==> config.mk <==
export PLATFORM = sky130hd
export DESIGN_NAME = bcd_serial_add_ctrl_flat
export DESIGN_NICKNAME = d
export VERILOG_FILES = /design/src/rtl/bcd_serial_add_ctrl_pkg.sv /design/src/rtl/bcd_serial_add_ctrl_if.sv /design/src/rtl/bcd_serial_add_ctrl_digit_adder.sv /design/src/rtl/bcd_serial_add_ctrl.sv /design/src/flat_wrapper.sv
export SDC_FILE = /design/constraint.sdc
export NUM_CORES = 1
export LEC_CHECK = 0
export ABC_AREA = 1
export BUFFER_PORTS_ARGS = -buffer_cell sky130_fd_sc_hd__buf_4
export CAP_MARGIN = 20
export CORE_ASPECT_RATIO = 0.5
export CORE_MARGIN = 5
export CORE_UTILIZATION = 55
export CTS_CLUSTER_SIZE = 16
export DETAILED_ROUTE_END_ITERATION = 10
export GPL_TIMING_DRIVEN = 0
export PLACE_DENSITY = 0.87
export SYNTH_ARGS = -nofsm -noshare
export SYNTH_HDL_FRONTEND = slang
export SYNTH_SLANG_ARGS = --single-unit
==> constraint.sdc <==
create_clock -name clk -period 4.7 [get_ports clk]
set_clock_uncertainty 0.15 [all_clocks]
set_input_delay 0 -clock clk [delete_from_list [all_inputs] [get_ports clk]]
set_output_delay 0 -clock clk [all_outputs]
set_load 0.01 [all_outputs]
==> src/rtl/bcd_serial_add_ctrl_pkg.sv <==
// ============================================================================
// bcd_serial_add_ctrl_pkg
// Shared state encoding and BCD constants for the serial BCD adder.
// Revision: 1.0
// ============================================================================
`default_nettype none

package bcd_serial_add_ctrl_pkg;

  typedef enum logic [1:0] {
    IDLE = 2'd0,
    RUN  = 2'd1,
    DONE = 2'd2
  } state_t;

  localparam logic [4:0] BCD_MAX  = 5'd9;
  localparam logic [4:0] BCD_CORR = 5'd6;

endpackage

`default_nettype wire

==> src/rtl/bcd_serial_add_ctrl_if.sv <==
// ============================================================================
// bcd_serial_add_ctrl_if
// Operand/result/handshake bundle between the operand source and the adder.
// Revision: 1.0
// ============================================================================
`default_nettype none

interface bcd_serial_add_ctrl_if #(
  parameter int DIGITS = 3
);
  logic                  start;
  logic                  c_in;
  logic [4*DIGITS-1:0]   A;
  logic [4*DIGITS-1:0]   B;
  logic [4*DIGITS-1:0]   S;
  logic                  c_out;
  logic                  err;
  logic                  busy;
  logic                  done;

  modport master (
    output start, c_in, A, B,
    input  S, c_out, err, busy, done
  );

  modport slave (
    input  start, c_in, A, B,
    output S, c_out, err, busy, done
  );
endinterface

`default_nettype wire

==> src/rtl/bcd_serial_add_ctrl_digit_adder.sv <==
// ============================================================================
// bcd_digit_adder
// One-digit BCD add with +6 decimal correction and non-BCD digit flag.
// Revision: 1.0
// ============================================================================
`default_nettype none

module bcd_digit_adder
  import bcd_serial_add_ctrl_pkg::*;
(
  input  wire logic       c_in,
  input  wire logic [3:0] a,
  input  wire logic [3:0] b,
  output logic      [3:0] s,
  output logic            c_out,
  output logic            bad
);

  logic [4:0] w_bin;
  logic [4:0] w_corr;
  logic       w_over;

  assign w_bin  = {1'b0, a} + {1'b0, b} + {4'd0, c_in};
  assign w_over = (w_bin > BCD_MAX);
  assign w_corr = w_bin + BCD_CORR;

  // Correction wraps mod 16; only the low nibble is kept.
  assign s     = w_over ? w_corr[3:0] : w_bin[3:0];
  assign c_out = w_over;
  assign bad   = ({1'b0, a} > BCD_MAX) | ({1'b0, b} > BCD_MAX);

endmodule

`default_nettype wire

==> src/rtl/bcd_serial_add_ctrl.sv <==
// ============================================================================
// bcd_serial_add_ctrl
// Sequences a single BCD digit slice over DIGITS cycles, LSD first.
// Revision: 1.0
// ============================================================================
`default_nettype none

module bcd_serial_add_ctrl
  import bcd_serial_add_ctrl_pkg::*;
#(
  parameter int DIGITS = 3
) (
  input  wire logic              clk,
  input  wire logic              reset,
  bcd_serial_add_ctrl_if.slave   bus
);

  localparam int W  = 4 * DIGITS;
  localparam int IW = (DIGITS > 1) ? $clog2(DIGITS) : 1;

  state_t          r_state;
  logic [W-1:0]    r_a;
  logic [W-1:0]    r_b;
  logic [W-1:0]    r_s;
  logic [IW-1:0]   r_idx;
  logic            r_carry;
  logic            r_err;
  logic            r_cout;

  logic [3:0]      w_a_dig;
  logic [3:0]      w_b_dig;
  logic [3:0]      w_sum;
  logic            w_carry;
  logic            w_bad;
  logic            w_last;
  logic            w_err_nxt;

  always_comb begin
    w_a_dig = 4'd0;
    w_b_dig = 4'd0;
    for (int d = 0; d < DIGITS; d++) begin
      if (r_idx == IW'(d)) begin
        w_a_dig = r_a[4*d +: 4];
        w_b_dig = r_b[4*d +: 4];
      end
    end
  end

  bcd_digit_adder u_digit (
    .c_in  (r_carry),
    .a     (w_a_dig),
    .b     (w_b_dig),
    .s     (w_sum),
    .c_out (w_carry),
    .bad   (w_bad)
  );

  assign w_last    = (r_idx == IW'(DIGITS - 1));
  assign w_err_nxt = r_err | w_bad;

  always_ff @(posedge clk) begin
    if (reset) begin
      r_state <= IDLE;
      r_a     <= '0;
      r_b     <= '0;
      r_s     <= '0;
      r_idx   <= '0;
      r_carry <= 1'b0;
      r_err   <= 1'b0;
      r_cout  <= 1'b0;
    end else begin
      case (r_state)
        IDLE, DONE: begin
          if (bus.start) begin
            r_a     <= bus.A;
            r_b     <= bus.B;
            r_carry <= bus.c_in;
            r_idx   <= '0;
            r_s     <= '0;
            r_err   <= 1'b0;
            r_cout  <= 1'b0;
            r_state <= RUN;
          end else begin
            r_state <= IDLE;
          end
        end
        RUN: begin
          r_err   <= w_err_nxt;
          r_carry <= w_carry;
          for (int d = 0; d < DIGITS; d++) begin
            if (r_idx == IW'(d)) r_s[4*d +: 4] <= w_sum;
          end
          if (w_last) begin
            r_state <= DONE;
            // A bad digit anywhere invalidates the whole result.
            if (w_err_nxt) begin
              r_s    <= '0;
              r_cout <= 1'b0;
            end else begin
              r_cout <= w_carry;
            end
          end else begin
            r_idx <= r_idx + 1'b1;
          end
        end
        default: r_state <= IDLE;
      endcase
    end
  end

  assign bus.S     = r_s;
  assign bus.c_out = r_cout;
  assign bus.err   = r_err;
  assign bus.busy  = (r_state == RUN);
  assign bus.done  = (r_state == DONE);

endmodule

`default_nettype wire

==> src/flat_wrapper.sv <==
// flat-port wrapper written by rule: the top's interface ports become plain ports
module bcd_serial_add_ctrl_flat import bcd_serial_add_ctrl_pkg::*;
#(
  parameter int DIGITS = 3
)
  (clk, reset, bus_start, bus_c_in, bus_A, bus_B, bus_S, bus_c_out, bus_err, bus_busy, bus_done);
  bcd_serial_add_ctrl_if #(.DIGITS(DIGITS)) bus_i ();
  input  wire logic clk;
  input  wire logic reset;
  input wire logic [$bits(bus_i.start)-1:0] bus_start;
  input wire logic [$bits(bus_i.c_in)-1:0] bus_c_in;
  input wire logic [$bits(bus_i.A)-1:0] bus_A;
  input wire logic [$bits(bus_i.B)-1:0] bus_B;
  output wire logic [$bits(bus_i.S)-1:0] bus_S;
  output wire logic [$bits(bus_i.c_out)-1:0] bus_c_out;
  output wire logic [$bits(bus_i.err)-1:0] bus_err;
  output wire logic [$bits(bus_i.busy)-1:0] bus_busy;
  output wire logic [$bits(bus_i.done)-1:0] bus_done;
  assign bus_i.start = bus_start;
  assign bus_i.c_in = bus_c_in;
  assign bus_i.A = bus_A;
  assign bus_i.B = bus_B;
  assign bus_S = bus_i.S;
  assign bus_c_out = bus_i.c_out;
  assign bus_err = bus_i.err;
  assign bus_busy = bus_i.busy;
  assign bus_done = bus_i.done;
  bcd_serial_add_ctrl #(.DIGITS(DIGITS)) u_core (.clk(clk), .reset(reset), .bus(bus_i));
endmodule
; ---- Yosys cells after proc, flatten, opt, wreduce, memory -nomap -nowiden
; Cells that the tools add are included.
[totals]
input_bits = 28
ff_bits = 43
out_inout_bits = 16
[op_classes]
mux = 27
bitwise = 2
n_lt_le_gt_ge = 3
n_eq_ne = 7
reduce_logical = 8
add_sub_neg = 4
[ops]
columns = cell, count
row1 = 4-bit two-way mux, 10
row2 = 12-bit two-way mux, 3
row3 = 12-bit one-hot mux with 2 select lines, 1
row4 = "4-bit > comparator, second input constant", 2
row5 = 2-bit one-hot mux with 2 select lines, 2
row6 = 2-bit two-way mux, 3
row7 = 1-bit one-hot mux with 2 select lines, 3
row8 = 3-bit AND reduction, 2
row9 = 4-bit by 4-bit adder with 5-bit output, 1
row10 = 5-bit by 1-bit adder with 5-bit output, 1
row11 = "5-bit by 4-bit > comparator with 1-bit output, second input constant", 1
row12 = 1-bit two-way mux, 5
row13 = "4-bit by 3-bit adder with 4-bit output, second input constant", 1
row14 = "2-bit by 1-bit equality test with 1-bit output, second input constant", 2
row15 = "2-bit equality test, second input constant", 2
row16 = 2-bit logical NOT, 2
row17 = "2-bit != test, second input constant", 2
row18 = 2-bit AND reduction, 2
row19 = "2-bit by 1-bit adder with 2-bit output, second input constant", 1
row20 = "2-bit by 1-bit != test with 1-bit output, second input constant", 1
row21 = 1-bit bitwise OR, 2
row22 = 2-bit nonzero test, 1
row23 = 2-bit OR reduction, 1

; ---- Logic depth before layout (Yosys ltp)
[depth]
word_depth = 12
mapped_depth = 25
depth_no_buf = 24

; ---- Cells and area by module
; From an unflattened synthesis, not the netlist that was laid out.
[hier_totals]
hier_cells = 318
hier_area_um2 = 2189.6
[modules_own_cells]
columns = mod, instances, seq_area_each_um2, area_per_inst_um2, cells_per_inst
row1 = bcd_serial_add_ctrl, 1, 860.8, 1875.5, 268
row2 = bcd_digit_adder, 1, 0.0, 314.1, 50

; ---- Worst setup path before layout
; Ideal clock, no wire load.
[synth_timing]
path_kind = register to register
from = register u_core.r_idx[0]
to = register u_core.r_s[3] (netlist: u_core.bus.S[3])
setup_time_ns = 0.112
path_buffers = 1
t_arrival_ns = 2.983
synth_period_minus_slack_ns = 3.245
setup_slack_ns = 1.455
path_stages_with_launch = 26
required_ns = 4.438
path_cell_list = dfxtp_1 -> inv_1 -> ha_1 -> buf_6 -> inv_6 -> nand2_1 -> nor2_1 -> nor2_2 -> xnor2_1 -> inv_1 -> ha_1 -> inv_1 -> nand2_2 -> inv_1 -> fa_1 -> xnor2_1 -> inv_1 -> ha_1 -> a21oi_1 -> nand3_4 -> nand2_4 -> nand2_1 -> nand2_1 -> nand2_1 -> nand2_1 -> nand2_1
[synth_via]
elab_chain_len = 12
word_cells_on_any_way = 22
[synth_rtl]
columns = element, line
row1 = "start, declared", bcd_serial_add_ctrl.sv:25  ; logic [IW-1:0] r_idx;
row2 = "start signal, assigned", bcd_serial_add_ctrl.sv:103  ; r_idx <= r_idx + 1'b1;
row3 = 2-bit logical NOT, "bcd_serial_add_ctrl.sv:42, bcd_serial_add_ctrl.sv:91"
row4 = 4-bit two-way mux (3 in series), bcd_serial_add_ctrl.sv:42  ; if (r_idx == IW'(d)) begin
row5 = 4-bit by 4-bit adder with 5-bit output, bcd_serial_add_ctrl_digit_adder.sv:23  ; assign w_bin = {1'b0, a} + {1'b0, b} + {4'd0, c_in};
row6 = 5-bit by 1-bit adder with 5-bit output, bcd_serial_add_ctrl_digit_adder.sv:23
row7 = 4-bit by 3-bit adder with 4-bit output / 5-bit by 4-bit > comparator with 1-bit output (equally long branches), "bcd_serial_add_ctrl_digit_adder.sv:25, bcd_serial_add_ctrl_digit_adder.sv:24"
row8 = 4-bit two-way mux, bcd_serial_add_ctrl_digit_adder.sv:28  ; assign s = w_over ? w_corr[3:0] : w_bin[3:0];
row9 = 4-bit two-way mux, bcd_serial_add_ctrl.sv:91  ; if (r_idx == IW'(d)) r_s[4*d +: 4] <= w_sum;
row10 = 12-bit two-way mux, bcd_serial_add_ctrl.sv:96  ; if (w_err_nxt) begin
row11 = 12-bit two-way mux (*), bcd_serial_add_ctrl.sv:93  ; if (w_last) begin
row12 = 12-bit one-hot mux with 2 select lines (*), bcd_serial_add_ctrl.sv:72  ; case (r_state)
row13 = "end signal, assigned by index", bcd_serial_add_ctrl.sv:91
row14 = "end, declared", bcd_serial_add_ctrl.sv:24  ; logic [W-1:0] r_s;
; Mark *: on every way between the ends. The rest lies on a longest branch, timed or not.
; A chain may end at the register's enable or synchronous reset.

; ---- Worst setup path in the final report
[layout_timing]
from = register u_core.r_idx[0]
to = register u_core.r_s[11] (netlist: u_core.bus.S[11])
[layout_via]
elab_chain_len = 12
word_cells_on_any_way = 22
[layout_rtl]
columns = element, line
row1 = 2-bit logical NOT, bcd_serial_add_ctrl.sv:42
row2 = 4-bit two-way mux (3 in series), bcd_serial_add_ctrl.sv:42
row3 = 4-bit by 4-bit adder with 5-bit output, bcd_serial_add_ctrl_digit_adder.sv:23
row4 = 5-bit by 1-bit adder with 5-bit output, bcd_serial_add_ctrl_digit_adder.sv:23
row5 = 4-bit by 3-bit adder with 4-bit output / 5-bit by 4-bit > comparator with 1-bit output (equally long branches), "bcd_serial_add_ctrl_digit_adder.sv:25, bcd_serial_add_ctrl_digit_adder.sv:24"
row6 = 4-bit two-way mux, bcd_serial_add_ctrl_digit_adder.sv:28
row7 = 4-bit two-way mux, bcd_serial_add_ctrl.sv:91
row8 = 12-bit two-way mux, bcd_serial_add_ctrl.sv:96
row9 = 12-bit two-way mux (*), bcd_serial_add_ctrl.sv:93
row10 = 12-bit one-hot mux with 2 select lines (*), bcd_serial_add_ctrl.sv:72
; Marked as above.

==> results_dict.tcl <==
set metrics [dict create \
    crit_top_cell "nand2_1" \
    drc 0 \
    drtIter0Drc 161 \
    arrival_ns 3.70 \
    rows 16 \
    core-area_um2 3940 \
    end_kind "register" \
    area_growth_pct 32.5 \
    seq_area_um2 861 \
    start_util_pct 57.7 \
    ctsRootBufferMaster "clkbuf_8" \
    power_density_nw_per_um2 375 \
    clockBufferDepth 2 \
    cts_max_level 2 \
    grt_busiest_layer "met2" \
    cts_resized 0 \
    crit_slowest_cell "fa_1" \
    status "completed" \
    dieHeight_um 55.5 \
    first_global_vias 2249 \
    use_met1_pct 27.5 \
    stdcell_area_um2 3010 \
    final_common_cell "nor2_1" \
    dp_hpwl_um 4270 \
    critical_path.max_fanout 9 \
    cts_tree "built" \
    placed_cell_area_um2 2670 \
    clk_pin_slew_ns 0.08 \
    die_x_um 101 \
    start_kind "register" \
    setup_violations 0 \
    syn_area_um2 2270 \
    die-area_um2 5600 \
    grt_util_met2_pct 36.2 \
    io_pins 44 \
    final_nets 441 \
    setup-tns-final_ns 0 \
    drive_above_1_share_pct 22.3 \
    final_cells 458 \
    syn_area_per_cell_um2 6.94 \
    multi_input_area_um2 1210 \
    max-slew-margin-rel_pct 52.5 \
    grt_max_degree 13 \
    synth_cells 328 \
    yosysWarnings 0 \
    grtUsageTotal_pct 22.3 \
    wl_per_cell_um 13.1 \
    gp_congestion 0.876 \
    via_per_inst 5.18 \
    numCtsBuffers 5 \
    final_cell_mix "nor2_1, nand2_1, buf_4, dfxtp_1, o21ai_0" \
    synth_cell_types 30 \
    worst-path-buf-inv 7 \
    antenna_found_initial 0 \
    ys_seq_area_share_pct 37.8 \
    critical_path_class "register to register" \
    clock.fmax_mhz 274 \
    cpLargestDelayFamily "adder cells" \
    synth-async-reset-ratio_pct 0 \
    synth_seq_cells 43 \
    synth_edf_count 0 \
    use_met3_pct 5.53 \
    tightest_slew_ns 0.708 \
    p_leak_uw 0.00146 \
    io_buffers 43 \
    place_ws_ns 1.09 \
    power.total_uw 1130 \
    ant_nets 0 \
    syn_nets 365 \
    cp.required_ns 4.75 \
    drv_slew 0 \
    vias 2374 \
    diodes 0 \
    fin_crit_sh_pct 77.7 \
    drt_wl_total_um 6010 \
    rsz0062_at_grt "false" \
    peakVddDrop_mv 0.171 \
    final.min_clock_period_ns 3.65 \
    grt_overflow 0 \
    cts.sinks 43 \
    hold_viol_final 0 \
    cap_violations 0 \
    dp.cells 425 \
    fin_ws_ns 1.05 \
    hold_class "input port to register" \
    fillers 266 \
    slowest_delay_ns 0.39 \
    clk_latency_ns 0.30 \
    drtPass1Iterations 4 \
    synth_flop_cell "dfxtp_1" \
    grt_pass1_wl_um 9990 \
]
==> where the power goes <==
| part | internal, uW | switching (uW) | total (uW) |
|---|---|---|---|
| Sequential | 397 | 20.3 | 417 |
| Clock | 115 | 122 | 238 |
| Combinational | 183 | 290 | 474 |
| Total | 695 | 433 | 1130 |
==> through the flow <==
| stage | hold slack [ns] | utilization (%) |
|---|---|---|
| detailed placement | 0.0640 | 67.6 |
| global placement | 0.0593 | 67.6 |
| floorplan | -0.0806 | - |
| global route | 0.166 | 76.4 |
| CTS | 0.0770 | 76.4 |
| finish | 0.0945 | 76.4 |
==> path summary, 6_finish.rpt <==
kind	from	to	slack, ns	cells past startpoint
max	u_core.r_idx[0]	u_core.bus.S[11]	1.05	25
min	bus_start	u_core.r_b[11]	0.09	4
max reg2reg	u_core.r_idx[0]	u_core.bus.S[11]	1.05	25
min reg2reg	u_core.bus.S[3]	u_core.bus.S[3]	0.32	2
==> routing by layer <==
| metal | share of wire, % | routed length [um] |
|---|---|---|
| met5 | 0 | 0 |
| met4 | 2.8 | 166 |
| met3 | 7.6 | 456 |
| met2 | 48 | 2860 |
| met1 | 42 | 2530 |
==> worst min-delay path, cell delays in order <==
cell	delay, ns
buf_4	0.08
nand2_1	0.17
o21ai_0	0.21
nor2_1	0.04
==> layout make-up <==
type | count | share of cell area [%]
Inverter | 31 | 4.07
Clock buffer | 6 | 2.74
Clock inverter | 1 | 0.166
Multi-Input combinational cell | 242 | 40.3
Tap cell | 54 | 2.24
Sequential cell | 43 | 28.6
Buffer | 12 | 2.53
Timing Repair Buffer | 69 | 19.4
==> cells in the mapped netlist, types with 3 or more instances <==
master,number,area share [%]
ha_1,8,4.4
o21ai_1,4,0.88
o22ai_2,3,1.7
nor2_1,77,13
o21ai_0,32,7.0
inv_1,20,3.3
inv_2,9,1.5
nand2_1,67,11
clkbuf_1,7,1.2
nand3_2,3,1.3
nand3_1,14,3.1
nand2_2,10,2.8
a21oi_1,9,2.0
dfxtp_1,43,38
==> cell families (layout without fill, tap and decap cells) <==
logic type,count (synthesis),after routing,synth area share [%]
adders and majority gates,9,9,5.28
DFF,43,43,37.8
AOI/OAI and AO/OA,54,54,13.6
xor gates and xnor gates,2,2,0.770
buffers and inverters,43,119,8.75
and+or+nand+nor,177,177,33.7
==> flip-flops by register name, indices dropped and copies added (netlist names) <==
register          cells
u_core.bus.err        1
u_core.bus.c_out      1
u_core.r_idx          2
u_core.r_b           12
u_core.r_a           12
u_core.bus.S         12
u_core.r_carry        1
u_core.r_state        2
==> timing repair <==
| item | 4_1_cts | 5_1_grt |
|---|---|---|
| endpoints found under the hold margin | 29 | 0 |
| hold buffers | 26 | 0 |
| setup buffers | 0 | 0 |
| endpoints found under the setup margin | 0 | 0 |
(Power assumes the default switching activity.)
